## src/rtl/instr_encoder.sv

```systemverilog
// RV32I field-to-word encoder feeding an in-order FIFO that drains to an IMEM write port.
// Optional immediate range/alignment checking is built when IMM_CHECK_EN is defined.
module instr_encoder #(
    parameter int                 DEPTH     = 4,
    parameter int                 ADDR_W    = 32,
    parameter logic [ADDR_W-1:0]  BASE_ADDR = '0
) (
    input  logic                       clk_i,
    input  logic                       rst_ni,
    input  logic                       flush_i,
    input  logic                       req_valid_i,
    output logic                       req_ready_o,
    input  logic [2:0]                 fmt_i,
    input  logic [6:0]                 op_i,
    input  logic [4:0]                 rd_addr_i,
    input  logic [4:0]                 rs1_addr_i,
    input  logic [4:0]                 rs2_addr_i,
    input  logic [2:0]                 funct3_i,
    input  logic [6:0]                 funct7_i,
    input  logic [31:0]                imm_i,
    output logic                       wr_valid_o,
    input  logic                       wr_ready_i,
    output logic [ADDR_W-1:0]          wr_addr_o,
    output logic [31:0]                wr_data_o,
    output logic [$clog2(DEPTH+1)-1:0] count_o,
    output logic                       err_o
);
    localparam int PW = $clog2(DEPTH);
    localparam int CW = $clog2(DEPTH+1);
    localparam logic [CW-1:0] FULL = CW'(DEPTH);
    localparam logic [31:0]   NOP  = 32'h0000_0013;

    typedef enum logic [2:0] {
        FMT_R = 3'd0, FMT_I = 3'd1, FMT_S = 3'd2,
        FMT_B = 3'd3, FMT_U = 3'd4, FMT_J = 3'd5
    } fmt_e;

    logic [31:0]   mem [DEPTH];
    logic [PW-1:0] wptr, rptr, rptr_nxt;
    logic [CW-1:0] cnt_rem, cnt_nxt;
    logic [31:0]   word, head_nxt;
    logic          push, pop, bad;

    always_comb begin
        word = NOP;
        case (fmt_i)
            FMT_R: word = {funct7_i, rs2_addr_i, rs1_addr_i, funct3_i, rd_addr_i, op_i};
            FMT_I: word = {imm_i[11:0], rs1_addr_i, funct3_i, rd_addr_i, op_i};
            FMT_S: word = {imm_i[11:5], rs2_addr_i, rs1_addr_i, funct3_i, imm_i[4:0], op_i};
            FMT_B: word = {imm_i[12], imm_i[10:5], rs2_addr_i, rs1_addr_i, funct3_i,
                           imm_i[4:1], imm_i[11], op_i};
            FMT_U: word = {imm_i[31:12], rd_addr_i, op_i};
            FMT_J: word = {imm_i[20], imm_i[10:1], imm_i[11], imm_i[19:12], rd_addr_i, op_i};
            default: word = NOP;
        endcase
    end

`ifdef IMM_CHECK_EN
    logic signed [31:0] simm;
    assign simm = $signed(imm_i);

    always_comb begin
        bad = 1'b0;
        case (fmt_i)
            FMT_R:        bad = 1'b0;
            FMT_I, FMT_S: bad = (simm < -32'sd2048) || (simm > 32'sd2047);
            FMT_B:        bad = (simm < -32'sd4096) || (simm > 32'sd4094) || imm_i[0];
            FMT_U:        bad = (imm_i[11:0] != 12'd0);
            FMT_J:        bad = (simm < -32'sd1048576) || (simm > 32'sd1048574) || imm_i[0];
            default:      bad = 1'b1;
        endcase
    end
`else
    assign bad = 1'b0;
`endif

    assign req_ready_o = (count_o != FULL);
    assign push        = req_valid_i & req_ready_o & ~flush_i;
    assign pop         = wr_valid_o & wr_ready_i & ~flush_i;

    // Next head: the entry behind the popped one, or the incoming word if the FIFO runs dry.
    always_comb begin
        rptr_nxt = pop ? rptr + PW'(1) : rptr;
        cnt_rem  = count_o - CW'(pop);
        cnt_nxt  = cnt_rem + CW'(push);
        head_nxt = (cnt_rem == '0) ? word : mem[rptr_nxt];
    end

    always_ff @(posedge clk_i) begin
        if (push) mem[wptr] <= word;
    end

    always_ff @(posedge clk_i or negedge rst_ni) begin
        if (!rst_ni) begin
            wptr       <= '0;
            rptr       <= '0;
            count_o    <= '0;
            wr_valid_o <= 1'b0;
            wr_data_o  <= '0;
            wr_addr_o  <= BASE_ADDR;
            err_o      <= 1'b0;
        end else if (flush_i) begin
            wptr       <= '0;
            rptr       <= '0;
            count_o    <= '0;
            wr_valid_o <= 1'b0;
            wr_addr_o  <= BASE_ADDR;
            err_o      <= 1'b0;
        end else begin
            if (push) wptr <= wptr + PW'(1);
            rptr       <= rptr_nxt;
            count_o    <= cnt_nxt;
            wr_valid_o <= (cnt_nxt != '0);
            if (cnt_nxt != '0) wr_data_o <= head_nxt;
            if (pop) wr_addr_o <= wr_addr_o + ADDR_W'(4);
            if (push & bad) err_o <= 1'b1;
        end
    end
endmodule

```

## config.mk

```make
export PLATFORM = sky130hd
export DESIGN_NAME = instr_encoder
export DESIGN_NICKNAME = d
export VERILOG_FILES = /design/src/rtl/instr_encoder.sv
export SDC_FILE = /design/constraint.sdc
export NUM_CORES = 1
export LEC_CHECK = 0
export ABC_AREA = 1
export CAP_MARGIN = 20
export CORE_UTILIZATION = 40
export CTS_BUF_LIST = sky130_fd_sc_hd__clkbuf_8
export DETAILED_ROUTE_END_ITERATION = 8
export GPL_TIMING_DRIVEN = 0
export HOLD_SLACK_MARGIN = 0.05
export PLACE_DENSITY_LB_ADDON = 0.2
export SLEW_MARGIN = 40
export SYNTH_ARGS = -nofsm -noshare
export SYNTH_HDL_FRONTEND = slang
export SYNTH_SLANG_ARGS = --single-unit
```

## constraint.sdc

```tcl
create_clock -name clk_i -period 5.57 [get_ports clk_i]
set_input_delay 0.8355 -clock clk_i [delete_from_list [all_inputs] [get_ports clk_i]]
set_output_delay 0.8355 -clock clk_i [all_outputs]
set_load 0.005 [all_outputs]
```

---- After elaboration in Yosys (flattened, before gate mapping) ----
Memories as Yosys holds them, arrays and structs flattened.
Cells that the tools add are included.
cells by class
  bitwise gates (word level) .............. 5
  mux-type cells .......................... 12
  equal/unequal tests ..................... 6
  reductions and logical operators ........ 6
  $add $sub $neg .......................... 5
operators by type and width
  cell                     count
  $pmux W32 S6             1
  $mux W32                 3
  $add A32 B3 Y32 const B  1
  $mux W2                  4
  $eq A3 B2 Y1 const B     2
  $eq A3 B3 Y1 const B     2
  $logic_not A3 Y1         2
  $add A2 B1 Y2 const B    2
  $and A1 B1 Y1            4
  $reduce_bool A2 Y1       2
  $add A3 B1 Y3            1
  $eq A3 B1 Y1 const B     1
  $mux W1                  3
  $mux W3                  1
  $ne A3 B3 Y1 const B     1
  $reduce_bool A3 Y1       1
  $sub A3 B1 Y3            1
  $reduce_and A2 Y1        1
  $not A1 Y1               1
storage, ports and cells
  register bits after elaboration ......... 72
  word-level logic and storage cells ...... 41
  memories kept ........................... 1
  output and inout bits ................... 70
  input bits .............................. 72
  bits in writable memories ............... 128
memories
  name  depth  width  read ports  clocked after Yosys merged registers in  wr ports  RTL line  source
  mem   4      32     1           0                                        1         38        logic [31:0] mem [DEPTH];

---- Depth between registers and ports, before layout ----
Gate-level depths: netlist of run 1.
  word-level depth ........................ 6
  mapped depth ............................ 15

---- Worst setup path after synthesis of run 1 ----
OpenSTA, ideal clock, no wires.
  kind .................................... input-to-reg
  start ................................... input flush_i
  end ..................................... memory mem[0][0], enable pin
  stages on the path ...................... 4
  arrival ................................. 2.661 ns
  slack ................................... 2.488 ns
  setup time .............................. 0.421 ns
  buffers on the path ..................... 1
  cell sequence ........................... buf_4 -> nor2_1 -> inv_1 -> nor2_1
on the way
  cells in the longest elaborated chain, start to end .. 4
ends and longest elaborated chain
  item                           RTL line  source
  start: declaration             10        input logic flush_i,
  $not A1 Y1 (no line)           n/a
  $and A1 B1 Y1                  78        assign push = req_valid_i & req_ready_o & ~flush_i;
  $mux W1                        90        if (push) mem[wptr] <= word;
  $mux W1 (not written as such)  90
  end: declaration               38
No other way between the ends.

---- Worst setup path in the final report of run 1 ----
  start ................................... input wr_ready_i
  end ..................................... register wr_data_o[17]
on the way
  cells in the longest elaborated chain, start to end .. 6
ends and longest elaborated chain
  item                           RTL line  source
  start: declaration             22        input logic wr_ready_i,
  $and A1 B1 Y1 * (2 in series)  79        assign pop = wr_valid_o & wr_ready_i & ~flush_i;
  $sub A3 B1 Y3                  84        cnt_rem = count_o - CW'(pop);
  $add A3 B1 Y3                  85        cnt_nxt = cnt_rem + CW'(push);
  $reduce_bool A3 Y1             114       if (cnt_nxt != '0) wr_data_o <= head_nxt;
  $reduce_and A2 Y1 (no line)    n/a
  end signal: assignment         114
  end: declaration               24        output logic [31:0] wr_data_o,
Mark *: on every way between the ends. The rest lies on a longest branch, timed or not.
A chain may end at the register's enable or synchronous reset.

==> results of run 1 <==
-- final cells by class --
| cell class | count | area (um^2) |
|---|---|---|
| inverter | 164 | 618 |
| timing repair buffer | 144 | 1560 |
| sequential | 198 | 5600 |
| tap | 324 | 405 |
| buffer | 52 | 310 |
| fill | 2312 | 12000 |
| multi-input combinational | 758 | 3430 |
| clock buffer | 19 | 262 |
| clock inverter | 13 | 141 |
-- layer usage --
metal  routed length [um]  track usage (%)  share of wire (%)  vias up
met5                    0                0                  0        -
met4                  603             8.30                2.3        0
met3                 1550             3.44                5.9       39
met2                12800             35.3                 49      289
met1                11400             28.1                 43     3803
li1                     -                -                  -     4065
-- flip-flops by register name, summed over array words and instances (netlist names) --
| name | cells |
|---|---|
| wr_data_o | 32 |
| wr_valid_o | 1 |
| mem | 128 |
| count_o | 3 |
| wptr | 2 |
| rptr | 2 |
| wr_addr_o | 30 |
-- logic make-up after synthesis --
group                    after synthesis
AO/OA/AOI/OAI                         33
other                                  1
flip-flops                           198
buffers and inverters                216
adder cells (fa/ha/maj)                9
AND/OR/NAND/NOR                      713
-- cell usage in the layout, fill, tap and decap left out, types with 6 or more instances in the layout --
cell type / Yosys / final
buf_4: 21 / 21
clkbuf_8: 0 / 19
nor3_1: 9 / 9
inv_1: 159 / 164
edfxtp_1: 128 / 128
nand4_1: 11 / 11
nand3_1: 170 / 170
nand2_1: 338 / 338
clkbuf_1: 10 / 10
ha_1: 9 / 9
a21oi_1: 15 / 15
buf_16: 0 / 6
o21ai_0: 14 / 14
clkdlybuf4s50_1: 0 / 134
dfrtp_1: 70 / 70
nor2_1: 139 / 135
buf_2: 17 / 17
nand3b_1: 33 / 33
-- stage by stage --
stage,cell area [um^2],power (uW),hold WS (ns)
finish,12300,3990,0.189
global route,12300,4210,0.181
CTS,12300,4020,0.172
detailed placement,11900,3060,0.464
global placement,11700,3030,0.462
floorplan,9920,2470,0.472
-- power by group --
group | switching [uW] | internal (uW)
sequential | 80.3 | 1730
combinational | 693 | 514
clock | 508 | 461
total | 1280 | 2710
-- path summary, 6_finish.rpt --
kind                          startpoint             to  slack [ns]  depth (start not counted)
max in group asynchronous         rst_ni   wr_data_o[0]        4.83                          2
setup / recovery              wr_ready_i  wr_data_o[17]        1.99                         14
setup reg to reg              wr_valid_o  wr_data_o[17]        2.44                         13
hold reg to reg            wr_data_o[13]  wr_data_o[13]        0.49                          2
min in group clk_i         wr_data_o[13]  wr_data_o[13]        0.49                          2
hold / removal                    rst_ni  wr_data_o[14]        0.19                          1
==> key figures, run 1 <==
Run status
  • Status: complete, no violations

Placement
  • Dpl ws: 1.48 ns
  • Final GP Congestion: 0.845
  • Dpl cells: 1,640
  • Post-detail-place hpwl: 18,500 um
  • Port Buffers: 135

Critical path
  • CP top delay family: buffers and inverters
  • Startpoint Class: primary input
  • Most used cell along the critical path: ha_1
  • Critical Path RT: 5.94 ns
  • CP peak stage delay: 0.62 ns
  • Cells along the critical path: clkdlybuf4s50_1, nand2_2, nor2_4, ha_1, inv_1, ha_1, ha_1, nor2_1, nand3_1, nand2_2, clkbuf_1, nor2_1, nand2_1, nand2_1
  • Bufs and invs on worst path: 3
  • Crit-path slowest cell: clkbuf_1
  • Arr. time, crit path: 3.96 ns
  • WS Path Type: primary input to flip-flop
  • Crit path capture type: flip-flop
  • Crit Path Max Fanout: 10

Synthesis
  • Post-synthesis xor/xnor area fraction: 0%
  • Synthesis warning total: 0
  • Synth Register Bits: 198
  • Sequential element share of the synthesized area: 56.4%
  • Synth top cells by count: nand2_1, nand3_1, inv_1, nor2_1, edfxtp_1
  • Ys async rst share: 35.4%
  • Simple-gate area share of the yosys netlist: 31.3%
  • Synth Flop Type: edfxtp_1
  • Number of synthesized flops with an enable pin: 128
  • Count leader, synth: nand2_1
  • Largest family of logic cells by synthesized area: simple AND/OR/NAND/NOR gates
  • Mux share of post-synthesis cell area: 0%
  • Adder-cell share of the synthesized area: 1.14%
  • Post-Syn Instances: 1,170
  • Synth top area share: 38.8%
  • Synth area leader: edfxtp_1
  • Syn_area_per_cell: 8.48 um^2
  • Synth cell types: 32
  • Synthesized cell area: 0.00992 mm^2
  • Complex-gate fraction of the synthesized area: 1.74%
  • Synth area leaders: edfxtp_1, dfrtp_1, nand2_1, nand3_1, inv_1

Finish
  • NumNets Final: 1,416
  • Syn-to-layout area delta: 24.3%
  • Ant diodes: 0
  • Finished Layout Cells: 1,672
  • Layout cells sized above 1: 7.12%
  • Final core utilization: 50.7%

Clock tree
  • CTS tree: yes
  • # clock sinks: 198
  • Post-CTS Setup Bufs: 0
  • Hold buffer count at cts: 0
  • CTS Buf Count: 17
  • Max clock buf depth: 2
  • Resized Gates After CTS: 0
  • Clk_lat worst skew: 0.48 ns
  • Clk root buf: clkbuf_8
  • H-tree depth: 4
  • Clock slew at reported path FFs: 0.10 ns

Routing
  • Post-route ant nets: 0
  • Vias post-DR: 8,196
  • Post-DR vias/cell: 4.90
  • First DRT Iteration DRCs: 644
  • TritonRoute pass-1 iters: 5
  • Wirelength, routed: 26,400 um
  • Routed len/inst: 15.8 um
  • # DRC: 0

Die
  • Initial Utilization: 40.8%
  • I/O pins: 142
  • Die H: 159 um
  • Core area: 0.0243 mm^2
  • Die width: 159 um
  • Rows: 57
  • Die Area: 0.0254 mm^2

STA
  • Setup TNS: 0 ns
  • Crit path time final: 3.58 ns
  • Final Max Slew Viols: 0
  • Fmax: 279 MHz
  • Final Setup Violations: 0
  • Slew margin rel.: 41.6%
  • Clk_skew: 0.0182 ns
  • RSZ-0062 raised after global routing: false
  • Final hold violations: 0
  • Final worst slack: 1.99 ns
  • Fin crit share: 64.3%
  • Worst Tran Pin Value: 0.869 ns

Flow run
  • Max_cap viols: 0

GRT
  • Grt ovf: 0
  • GRT Total Usage: 21.4%
  • Vias in the first global route: 7,778
  • Initial antenna violation count: 0
  • Pin count of the biggest net entering global routing: 54
  • First-pass GRT wire length: 41,800 um

Power
  • Worst vdd ir: 0.000169 V
  • P_leak: 0.00540 uW
  • PwrDens: 324 mW/mm^2

Hold path
  • HP Class: primary input to async pin
Note: power is estimated with default switching activity, not from simulation.
==> inputs of run 2 (changes only) <==
Clock period 5.57 ns to 3.3 ns, I/O delays scaled along.
==> key figures, run 2 (synthesis results as in run 1) <==
Run status
  • Status: complete, no violations (unchanged)

STA
  • Fin crit share: 93.5%
  • Slew margin rel.: 45.2% (was 41.6%)
  • RSZ-0062 raised after global routing: false (unchanged)
  • Clk_skew: 0.0190 ns (was 0.0182 ns)
  • Crit path time final: 3.09 ns
  • Final hold violations: 0 (unchanged)
  • Final Setup Violations: 0 (unchanged)
  • Worst Tran Pin Value: 0.816 ns (was 0.869 ns)
  • Fmax: 324 MHz
  • Final Max Slew Viols: 0 (unchanged)
  • Hold Slack: 0.292 ns (was 0.189 ns)

Hold path
  • HP Class: primary input to flip-flop (was primary input to async pin)
  • Min-Delay Startpoint: flush_i

Flow run
  • Max_cap viols: 0 (unchanged)

Placement
  • Final GP Congestion: 0.845 (unchanged)
  • Dpl cells: 1,640 (unchanged)
  • Post-detail-place hpwl: 18,500 um (unchanged)
  • Port Buffers: 135 (unchanged)
  • Dpl cell area: 0.0119 mm^2 (unchanged)

GRT
  • Vias in the first global route: 7,785 (was 7,778)
  • Pin count of the biggest net entering global routing: 54 (unchanged)
  • First-pass GRT wire length: 41,800 um (about the same)
  • Initial antenna violation count: 0 (unchanged)
  • GRT Total Usage: 21.4% (about the same)
  • Grt ovf: 0 (unchanged)

Finish
  • Finished Layout Cells: 1,673 (was 1,672)
  • Final core utilization: 50.7% (about the same)
  • Ant diodes: 0 (unchanged)
  • Final instance area: 0.0123 mm^2 (about the same)
  • NumNets Final: 1,417 (was 1,416)
  • Layout cells sized above 1: 7.26% (was 7.12%)
  • Syn-to-layout area delta: 24.4% (was 24.3%)
  • Commonest non-fill, non-tap cells in the layout: nand2_1, nand3_1, inv_1 (unchanged)
  • Leading cell type in the layout, fill and taps excluded: nand2_1 (unchanged)
  • Filler cells: 2,314 (was 2,312)
  • Top Registers: mem: 128 flops, wr_data_o: 32 flops, wr_addr_o: 30 flops (unchanged)
  • Top reg by flops: mem (unchanged)
  • Largest register FFs: 128 (unchanged)

Critical path
  • Crit path capture type: flip-flop (unchanged)
  • WS Path Type: primary input to flip-flop (unchanged)
  • Arr. time, crit path: 3.44 ns (was 3.96 ns)
  • Crit Path Max Fanout: 10 (unchanged)
  • RR Startpoint: wr_valid_o (unchanged)
  • Worst Setup SP: wr_ready_i (unchanged)
  • Startpoint Class: primary input (unchanged)
  • Critical Path RT: 3.66 ns (was 5.94 ns)

Power
  • Power Total: 6730 uW (was 3990 uW)
  • PwrDens: 546 mW/mm^2 (was 324 mW/mm^2)
  • P_leak: 0.00541 uW (was 0.00540 uW)
  • Worst vdd ir: 0.000285 V (was 0.000169 V)

Die
  • Die Area: 0.0254 mm^2 (unchanged)
  • Die width: 159 um (unchanged)
  • Rows: 57 (unchanged)
  • Core area: 0.0243 mm^2 (unchanged)
  • I/O pins: 142 (unchanged)
  • Initial Utilization: 40.8% (unchanged)
  • Die H: 159 um (unchanged)

Routing
  • # DRC: 0 (unchanged)
  • Vias post-DR: 8,232 (was 8,196)
  • Wirelength, routed: 26,300 um (was 26,400 um)
  • Post-DR vias/cell: 4.92 (was 4.90)
  • First DRT Iteration DRCs: 521 (was 644)
  • Post-route ant nets: 0 (unchanged)
  • TritonRoute pass-1 iters: 5 (unchanged)
  • Routed len/inst: 15.7 um (was 15.8 um)

Clock tree
  • Max clock buf depth: 2 (unchanged)
  • H-tree depth: 4 (unchanged)
  • Clk_lat worst skew: 0.48 ns (about the same)
  • # clock sinks: 198 (unchanged)
  • Post-CTS Setup Bufs: 0 (unchanged)
  • CTS Buf Count: 17 (unchanged)
  • CTS tree: yes (unchanged)
  • Clk root buf: clkbuf_8 (unchanged)
  • Clock slew at reported path FFs: 0.11 ns (was 0.10 ns)
==> run 2: changes by cell type in the layout (fill, tap and decap cells not counted) <==
cell,before,now
clkbuf_2,0,2
clkbuf_1,10,9
dlygate4sd3_1,0,1
buf_1,2,1
==> run 2: worst max-delay path, cell delays in order <==
cell and delay [ns]:
clkdlybuf4s50_1 0.59, nand2_2 0.22, nor2_4 0.18, ha_1 0.26, inv_1 0.06, ha_1 0.14, ha_1 0.24, nor2_1 0.09
nand3_1 0.13, nand2_2 0.31, buf_1 0.47, nor2_1 0.08, nand2_1 0.10, nand2_1 0.05
==> run 2: power breakdown <==
| group | total (uW) | leakage [uW] | internal (uW) | switching (uW) |
|---|---|---|---|---|
| Clock | 1630 | 0.000223 | 778 | 856 |
| Sequential | 3060 | 0.00210 | 2920 | 135 |
| Combinational | 2040 | 0.00309 | 869 | 1170 |
==> run 2: final cells by class <==
type | count | area (um^2) | share of cell area [%]
Clock buffer | 19 | 262 | 2.12
Multi-Input combinational cell | 758 | 3430 | 27.8
Tap cell | 324 | 405 | 3.29
Inverter | 164 | 618 | 5.01
Sequential cell | 198 | 5600 | 45.4
Clock inverter | 13 | 141 | 1.15
Timing Repair Buffer | 145 | 1570 | 12.7
Buffer | 52 | 313 | 2.54
==> run 2: path summary, 6_finish.rpt <==
check	endpoint	slack, ns	cells after the start
setup reg to reg	wr_data_o[15]	0.33	13
setup / recovery	wr_data_o[15]	0.21	14
hold reg to reg	wr_data_o[13]	0.49	2
hold / removal	count_o[1]	0.29	2
min in group asynchronous	wr_data_o[14]	0.43	2
max in group asynchronous	wr_data_o[0]	2.32	3
==> run 2: layer usage <==
metal,vias to the layer above,GRT usage (%),share of wire [%]
met4,0,8.30,2.4
met5,-,0,0
li1,4069,-,-
met2,281,35.3,48
met1,3837,28.1,44
met3,45,3.46,5.5
==> run 2: timing repair <==
item                                   CTS  global route
endpoints found under the hold margin   17             0
resized for setup                        0             3
hold buffers                             1             0
setup endpoints to repair                0            18
==> run 2: stage by stage <==
stage	setup WS (ns)	setup TNS, ns
after floorplan	0.558	0
after global placement	-1.08	-209.78
after detailed placement	-0.447	-9.31
after CTS	0.0635	0
after global routing	0.0146	0
final	0.213	0
==> inputs of run 3 (changes only) <==
Settings changed: CTS_BUF_LIST sky130_fd_sc_hd__clkbuf_8 to sky130_fd_sc_hd__clkbuf_4, CTS_CLUSTER_SIZE set to 28.
==> key figures, run 3 (synthesis results as in run 1) <==
Placement
  • Final GP Congestion: 0.845 (unchanged)
  • Dpl ws: -0.447 ns (unchanged)
  • Post-detail-place hpwl: 18,500 um (unchanged)
  • Port Buffers: 135 (unchanged)
  • Dpl cells: 1,640 (unchanged)

Die
  • Initial Utilization: 40.8% (unchanged)
  • Die Area: 0.0254 mm^2 (unchanged)
  • Rows: 57 (unchanged)
  • Die width: 159 um (unchanged)
  • Die H: 159 um (unchanged)
  • Core area: 0.0243 mm^2 (unchanged)
  • I/O pins: 142 (unchanged)

GRT
  • Grt ovf: 0 (unchanged)
  • Pin count of the biggest net entering global routing: 54 (unchanged)
  • Vias in the first global route: 7,755 (was 7,785)
  • GRT Total Usage: 21.3% (was 21.4%)
  • Initial antenna violation count: 1 (was 0)
  • First-pass GRT wire length: 41,600 um (was 41,800 um)

Routing
  • Post-DR vias/cell: 4.90 (was 4.92)
  • Vias post-DR: 8,200 (was 8,232)
  • First DRT Iteration DRCs: 529 (was 521)
  • TritonRoute pass-1 iters: 5 (unchanged)
  • Post-route ant nets: 0 (unchanged)
  • Routed len/inst: 15.7 um (about the same)
  • # DRC: 0 (unchanged)
  • Wirelength, routed: 26,300 um (about the same)

Finish
  • Multi-input gate area: 0.00343 mm^2 (unchanged)
  • Leading cell type in the layout, fill and taps excluded: nand2_1 (unchanged)
  • Top reg by flops: mem (unchanged)
  • NumNets Final: 1,417 (unchanged)
  • Layout cells sized above 1: 7.41% (was 7.26%)
  • Syn-to-layout area delta: 23.3% (was 24.4%)
  • Top Registers: mem: 128 flops, wr_data_o: 32 flops, wr_addr_o: 30 flops (unchanged)
  • FF/Latch Area: 0.00560 mm^2 (unchanged)
  • Final core utilization: 50.3% (was 50.7%)
  • Commonest non-fill, non-tap cells in the layout: nand2_1, nand3_1, inv_1 (unchanged)
  • Filler cells: 2,327 (was 2,314)
  • Largest register FFs: 128 (unchanged)
  • Finished Layout Cells: 1,674 (was 1,673)

Run status
  • Status: complete, no violations (unchanged)

Critical path
  • Crit path capture type: flip-flop (unchanged)
  • CP peak stage delay: 0.60 ns (was 0.59 ns)
  • Crit-path slowest cell: clkdlybuf4s50_1 (unchanged)
  • Critical Path RT: 3.77 ns (was 3.66 ns)
  • Worst reg2reg path endpoint: wr_data_o[26] (was wr_data_o[15])
  • Most used cell along the critical path: ha_1 (unchanged)
  • Arr. time, crit path: 3.56 ns (was 3.44 ns)
  • CP Depth: 14 (unchanged)
  • WS Path Type: primary input to flip-flop (unchanged)
  • R2r worst-path depth: 13 (unchanged)
  • Flop2flop setup slack: 0.22 ns (was 0.33 ns)
  • RR Startpoint: wr_valid_o (unchanged)
  • Crit Path Max Fanout: 10 (unchanged)
  • Cells along the critical path: clkdlybuf4s50_1, nand2_2, nor2_4, ha_1, inv_1, ha_1, ha_1, nor2_1, nand3_1, nand2_2, buf_1, nor2_1, nand2_1, nand2_1 (unchanged)
  • Bufs and invs on worst path: 3 (unchanged)
  • Worst Setup SP: wr_ready_i (unchanged)
  • CP top delay family: simple AND/OR/NAND/NOR gates (unchanged)
  • Startpoint Class: primary input (unchanged)

Hold path
  • Hold Path Cell Cnt: 2 (unchanged)
  • WHS Endpoint: count_o[1] (unchanged)
  • Min-Delay Startpoint: flush_i (unchanged)
  • HP Class: primary input to flip-flop (unchanged)

STA
  • Final Max Slew Viols: 0 (unchanged)
  • Fin crit share: 93.5% (about the same)
  • Final worst slack: 0.214 ns (was 0.213 ns)
  • Crit path time final: 3.09 ns (about the same)
  • Clk_skew: 0.0270 ns (was 0.0190 ns)
  • Worst Tran Pin Value: 0.869 ns (was 0.816 ns)
  • Final hold violations: 0 (unchanged)
  • Slew margin rel.: 41.6% (was 45.2%)
  • Fmax: 324 MHz (about the same)
  • Final Setup Violations: 0 (unchanged)
  • RSZ-0062 raised after global routing: false (unchanged)
  • Setup TNS: 0 ns (unchanged)

Clock tree
  • # clock sinks: 198 (unchanged)
  • Clk_lat worst skew: 0.58 ns (was 0.48 ns)
  • H-tree depth: 4 (unchanged)
  • Clk root buf: clkbuf_4 (was clkbuf_8)
  • Max clock buf depth: 2 (unchanged)
  • CTS Buf Count: 17 (unchanged)
  • Clock slew at reported path FFs: 0.16 ns (was 0.11 ns)
  • CTS tree: yes (unchanged)

Power
  • Net Switching: 2120 uW (was 2160 uW)
  • Clock network power share: 21.2% (was 24.3%)
  • Power Internal: 4360 uW (was 4570 uW)
  • P_leak: 0.00535 uW (was 0.00541 uW)
  • Worst vdd ir: 0.000284 V (was 0.000285 V)
  • PwrDens: 529 mW/mm^2 (was 546 mW/mm^2)
  • Switching portion of total power: 32.7% (was 32.1%)
  • Seq pwr share: 47.3% (was 45.4%)
  • Comb pwr share: 31.5% (was 30.3%)

Flow run
  • Max_cap viols: 0 (unchanged)
## run 3: area by class of cell
class,instances,share of cell area [%]
Inverter,164,5.05
Clock buffer,22,1.35
Tap cell,324,3.31
Antenna cell,1,0.0205
Clock inverter,10,1.06
Buffer,52,2.55
Timing Repair Buffer,145,12.9
Sequential cell,198,45.7
Multi-Input combinational cell,758,28.0
## run 3: how the worst max path moves through the flow
| stage | endpoint | slack [ns] |
|---|---|---|
| after floorplan | mem[0][0] | 0.56 |
| after global placement | mem[0][22] | -1.08 |
| after detailed placement | wr_data_o[3] | -0.45 |
| after CTS | wr_data_o[3] | 0.14 |
| after global routing | wr_data_o[24] | 0.01 |
| final | wr_data_o[26] | 0.21 |
## run 3: layer usage
| layer | GRT usage, % | part of all wire (%) | vias up |
|---|---|---|---|
| li1 | - | - | 4073 |
| met1 | 28.1 | 45 | 3818 |
| met2 | 35.2 | 48 | 268 |
| met3 | 3.44 | 5.2 | 41 |
| met4 | 8.09 | 2.2 | 0 |
| met5 | 0 | 0 | - |
## run 3: power by group through the flow
stage,logic (uW),clock network (uW),registers [uW]
2_1_floorplan,1050,0,3120
3_3_place_gp,1990,0,3120
3_5_place_dp,2040,0,3120
4_1_cts,2060,1410,3060
5_1_grt,2280,1480,3090
6_report,2040,1370,3060
## run 3: metrics by stage
step           total power [uW]  cell area, um^2  hold WS (ns)
6_report                   6470            12200         0.174
5_1_grt                    6850            12200         0.132
4_1_cts                    6530            12200         0.121
3_5_place_dp               5160            11900         0.361
3_3_place_gp               5110            11700         0.462
2_1_floorplan              4160             9920         0.199
## run 3: worst reg2reg max path: cells and delay by family (launching register included)
| family | cells | cell delay (ns) |
|---|---|---|
| buffers and inverters | 2 | 0.56 |
| adders and majority gates | 3 | 0.78 |
| and+or+nand+nor | 8 | 1.17 |
| DFF | 1 | 0.49 |
## run 3: what timing repair did
action | 4_1_cts | 5_1_grt
resized for setup | 0 | 2
setup buffers | 0 | 0
hold buffers | 1 | 0
endpoints found under the setup margin | 0 | 8
endpoints found under the hold margin | 70 | 0
